--- src/rtl/countdown_timer.sv ---
// Loadable down-counting timer with prescaler, auto-reload and abort.
// Counts a captured start value down to zero and pulses expired_o at terminal count.
module countdown_timer #(
    parameter int WIDTH          = 4,
    parameter int PRESCALE_WIDTH = 8
) (
    input  logic                      clock_i,
    input  logic                      reset_i,
    input  logic                      enable_i,
    input  logic                      load_valid_i,
    output logic                      load_ready_o,
    input  logic [WIDTH-1:0]          load_value_i,
    input  logic [PRESCALE_WIDTH-1:0] prescale_i,
    input  logic                      auto_reload_i,
    input  logic                      abort_i,
    output logic [WIDTH-1:0]          counter_value_o,
    output logic                      busy_o,
    output logic                      expired_o
);

    localparam logic [0:0] IDLE = 1'b0;
    localparam logic [0:0] RUN  = 1'b1;

    logic [0:0]                state_q,   state_d;
    logic [WIDTH-1:0]          count_q,   count_d;
    logic [WIDTH-1:0]          reload_q,  reload_d;
    logic [PRESCALE_WIDTH-1:0] pre_q,     pre_d;
    logic [PRESCALE_WIDTH-1:0] pre_max_q, pre_max_d;
    logic                      auto_q,    auto_d;
    logic                      expired_q, expired_d;

    always_comb begin
        state_d   = state_q;
        count_d   = count_q;
        reload_d  = reload_q;
        pre_d     = pre_q;
        pre_max_d = pre_max_q;
        auto_d    = auto_q;
        expired_d = 1'b0;

        if (state_q == IDLE) begin
            if (load_valid_i) begin
                count_d   = load_value_i;
                reload_d  = load_value_i;
                pre_max_d = prescale_i;
                auto_d    = auto_reload_i;
                pre_d     = '0;
                // A zero start value expires immediately and is never reloaded.
                if (load_value_i != '0) begin
                    state_d = RUN;
                end else begin
                    expired_d = 1'b1;
                end
            end
        end else begin
            if (abort_i) begin
                state_d = IDLE;
                count_d = '0;
                pre_d   = '0;
            end else if (enable_i) begin
                if (pre_q >= pre_max_q) begin
                    pre_d = '0;
                    if (count_q > WIDTH'(1)) begin
                        count_d = count_q - WIDTH'(1);
                    end else begin
                        // Terminal count: also catches a stray zero so count never wraps.
                        expired_d = 1'b1;
                        if (auto_q) begin
                            count_d = reload_q;
                        end else begin
                            count_d = '0;
                            state_d = IDLE;
                        end
                    end
                end else begin
                    pre_d = pre_q + PRESCALE_WIDTH'(1);
                end
            end
        end
    end

    always_ff @(posedge clock_i) begin
        if (reset_i) begin
            state_q   <= IDLE;
            count_q   <= '0;
            reload_q  <= '0;
            pre_q     <= '0;
            pre_max_q <= '0;
            auto_q    <= 1'b0;
            expired_q <= 1'b0;
        end else begin
            state_q   <= state_d;
            count_q   <= count_d;
            reload_q  <= reload_d;
            pre_q     <= pre_d;
            pre_max_q <= pre_max_d;
            auto_q    <= auto_d;
            expired_q <= expired_d;
        end
    end

    assign load_ready_o    = (state_q == IDLE);
    assign busy_o          = (state_q == RUN);
    assign counter_value_o = count_q;
    assign expired_o       = expired_q;

endmodule
--- config.mk ---
export PLATFORM = sky130hd
export DESIGN_NAME = countdown_timer
export DESIGN_NICKNAME = d
export VERILOG_FILES = /design/src/rtl/countdown_timer.sv
export SDC_FILE = /design/constraint.sdc
export NUM_CORES = 1
export LEC_CHECK = 0
export ABC_AREA = 0
export BUFFER_PORTS_ARGS = -buffer_cell sky130_fd_sc_hd__buf_4
export CAP_MARGIN = 20
export CORE_MARGIN = 3
export CORE_UTILIZATION = 55
export DETAILED_ROUTE_END_ITERATION = 10
export PLACE_DENSITY_LB_ADDON = 0.12
export SYNTH_ARGS = -nofsm -noshare
export SYNTH_HDL_FRONTEND = slang
export SYNTH_SLANG_ARGS = --single-unit
--- constraint.sdc ---
create_clock -name clock_i -period 2.3 [get_ports clock_i]
set_clock_uncertainty 0.05 [all_clocks]
set_input_delay 0.23 -clock clock_i [delete_from_list [all_inputs] [get_ports clock_i]]
set_output_delay 0.23 -clock clock_i [all_outputs]
set_load 0.01 [all_outputs]
==> results.toml <==
[run_status]
run_status = "finished, final reports clean"

[cts]
h-tree-depth = 1
clk_latency_ps = 330
cts_tree = "yes"
clkTransAtPathRegs_ps = 140
clockRootBuffer = "clkbuf_4"
cts_sinks = 27
cts_buffers = 3
cts_buffer_depth = 2

[route]
drtAntennaViolNets = 0
drc = 0
routed_wirelength_um = 3750
first_pass_iters = 5
num_vias = 1456
post_drt_wl_per_cell_um = 15.6
viasPerCell = 6.07
dr.first_iter.drc_count = 92

[synthesis]
postSynthCellCount = 187
ys.flop_type = "dfxtp_1"
synth-edff-count = 0
synth_top_area_cell = "dfxtp_1"
syn_area_per_cell_um2 = 8.10
syn-num-nets = 216
async_flop_share_pct = 0
synth_area_mm2 = 0.00151
ys_seq_area_share_pct = 35.7
synth.most_common_cell = "nand2_1"
synthTopCellsByArea = "dfxtp_1 36%, nand2_1 9.4%, ha_1 9.1%"
synth.top_cells.by_count = "38 x nand2_1, 27 x dfxtp_1, 23 x a21oi_1"
synthDistinctLibCells = 42
yosys_warnings = 0
yosys.area.top_type_share_pct = 35.7
ys_seq_elements = 27

[setup_path]
worst_setup_path_end_kind = "register"
path_max_fanout = 6
worstPathArrival_ps = 2410
crit_type = "register to register"
critPathLaunchType = "register"
worstPathRequired_ps = 2520

[placement]
dp.cells = 234
place.gp.congestion = 0.835
io_buffers = 24
hpwl_um = 2770

[run]
maxCapViolCount = 0

[floorplanning]
core_mm2 = 0.00254
io_pins = 25
start_util_pct = 59.5
rows = 18
fp.dieArea_mm2 = 0.00342
die_h_um = 58.5
die_x_um = 58.5

[final_layout]
drive_above_1_share_pct = 18.1
insertedDiodeCount = 0
nFillCells = 229
final_cells = 240
area_growth_pct = 15.4
nNetsFinal = 240

[sta]
maxSlewHeadroom_pct = 70.5
setup_violations = 0
period_minus_slack_ps = 2190
fin_crit_sh_pct = 95.4
hold_slack_ps = 73.9
fmax_mhz = 456
report.final.hold_viol_count = 0
tightest_slew_ps = 443
rsz0062_at_grt = "true"
drv_slew = 0

[worst_hold_path]
worstHoldPathType = "primary input to register"

[power_and_ir_drop]
p_per_area_mw_per_mm2 = 544
irDropWorstVdd_mv = 0.441
leakagePower_nw = 0.722

[global_routing]
grtUsageTotal_pct = 22.9
grt_max_degree = 29
overflow = 0
grt_pass1_wl_um = 6060
grt_pass1_vias = 1344
antenna_found_initial = 0
logic make-up (layout without fill, tap and decap cells):
logic type / count (synthesis) / count (layout) / share of synthesized area [%]
multiplexers: 2 / 2 / 1.32
buffers and inverters: 21 / 44 / 5.87
adder cells (fa/ha/maj): 11 / 11 / 9.09
AO/OA/AOI/OAI: 54 / 54 / 25.0
flip-flops: 27 / 27 / 35.7
AND/OR/NAND/NOR: 72 / 72 / 23.0
sequential cells by signal (all words and copies together), names as in the netlist:
signal           count
auto_q               1
busy_o               1
counter_value_o      4
expired_o            1
pre_max_q            8
pre_q                8
reload_q             4
through the flow:
| step | setup slack (ps) | total power, mW | utilization (%) | TNS [ps] | instance area [um^2] |
|---|---|---|---|---|---|
| after global routing | -14.1 | 0.995 | 68.6 | -14.1 | 1750 |
| after CTS | 51.4 | 0.947 | 67.9 | 0 | 1730 |
| after floorplan | 232 | 0.663 | - | 0 | 1510 |
| after detailed placement | 82.6 | 0.741 | 66.9 | 0 | 1700 |
| final | 107 | 0.950 | 68.6 | 0 | 1750 |
| after global placement | 167 | 0.731 | 66.9 | 0 | 1700 |
routing by layer:
layer	routed length, um	vias up	track usage, %
met5	0	-	0
met4	40	0	7.62
met3	256	7	3.51
met2	1800	49	39.2
met1	1650	682	29.1
li1	-	718	-
worst paths after layout:
path                              from                         to  slack [ps]  cells after the start
min                      prescale_i[0]  pre_max_q[0]$_SDFFE_PP0P_          70                      3
max              pre_q[7]$_SDFFE_PP0P_      pre_q[5]$_SDFFE_PP0P_         110                      6
max reg2reg      pre_q[7]$_SDFFE_PP0P_      pre_q[5]$_SDFFE_PP0P_         110                      6
min reg2reg  pre_max_q[7]$_SDFFE_PP0P_  pre_max_q[7]$_SDFFE_PP0P_         410                      2
where the power goes:
part / switching, mW / internal [mW]
combinational: 0.123 / 0.0966
clock: 0.144 / 0.0682
sequential: 0.0259 / 0.492
total: 0.293 / 0.657
repair_timing:
item | 4_1_cts | 5_1_grt
setup buffers | 0 | 2
hold buffers | 0 | 0
gates resized for setup | 0 | 2
endpoints found under the setup margin | 0 | 4
cells in the final DEF (no fill, tap or decap), types with 3 or more instances in the layout:
cell type   n
or4_1       3
a31oi_1     4
o31ai_1     3
o21ai_0     4
nand2_1    38
clkbuf_4    3
nor2b_1     3
o21a_1      3
dfxtp_1    25
a21oi_1    23
nand3_1     5
nor2_1      6
inv_1      12
ha_1       11
buf_4      28
and3_1      4
nor4_1      4
worst max-delay path, stage by stage (launching register included):
cell and delay [ps]:
dfxtp_1 370, ha_1 360, a21o_1 200, a311oi_2 310
o31ai_2 170, or4_1 490, a31oi_1 170
area by class of cell:
class,instances,area (um^2),area share [%]
clock buffer,4,26.3,1.50
inverter,12,45.0,2.58
multi-input combinational,139,885,50.6
sequential,27,543,31.1
tap,30,37.5,2.15
timing repair buffer,28,210,12.0
No activity file was read; power rests on OpenSTA's default activity.
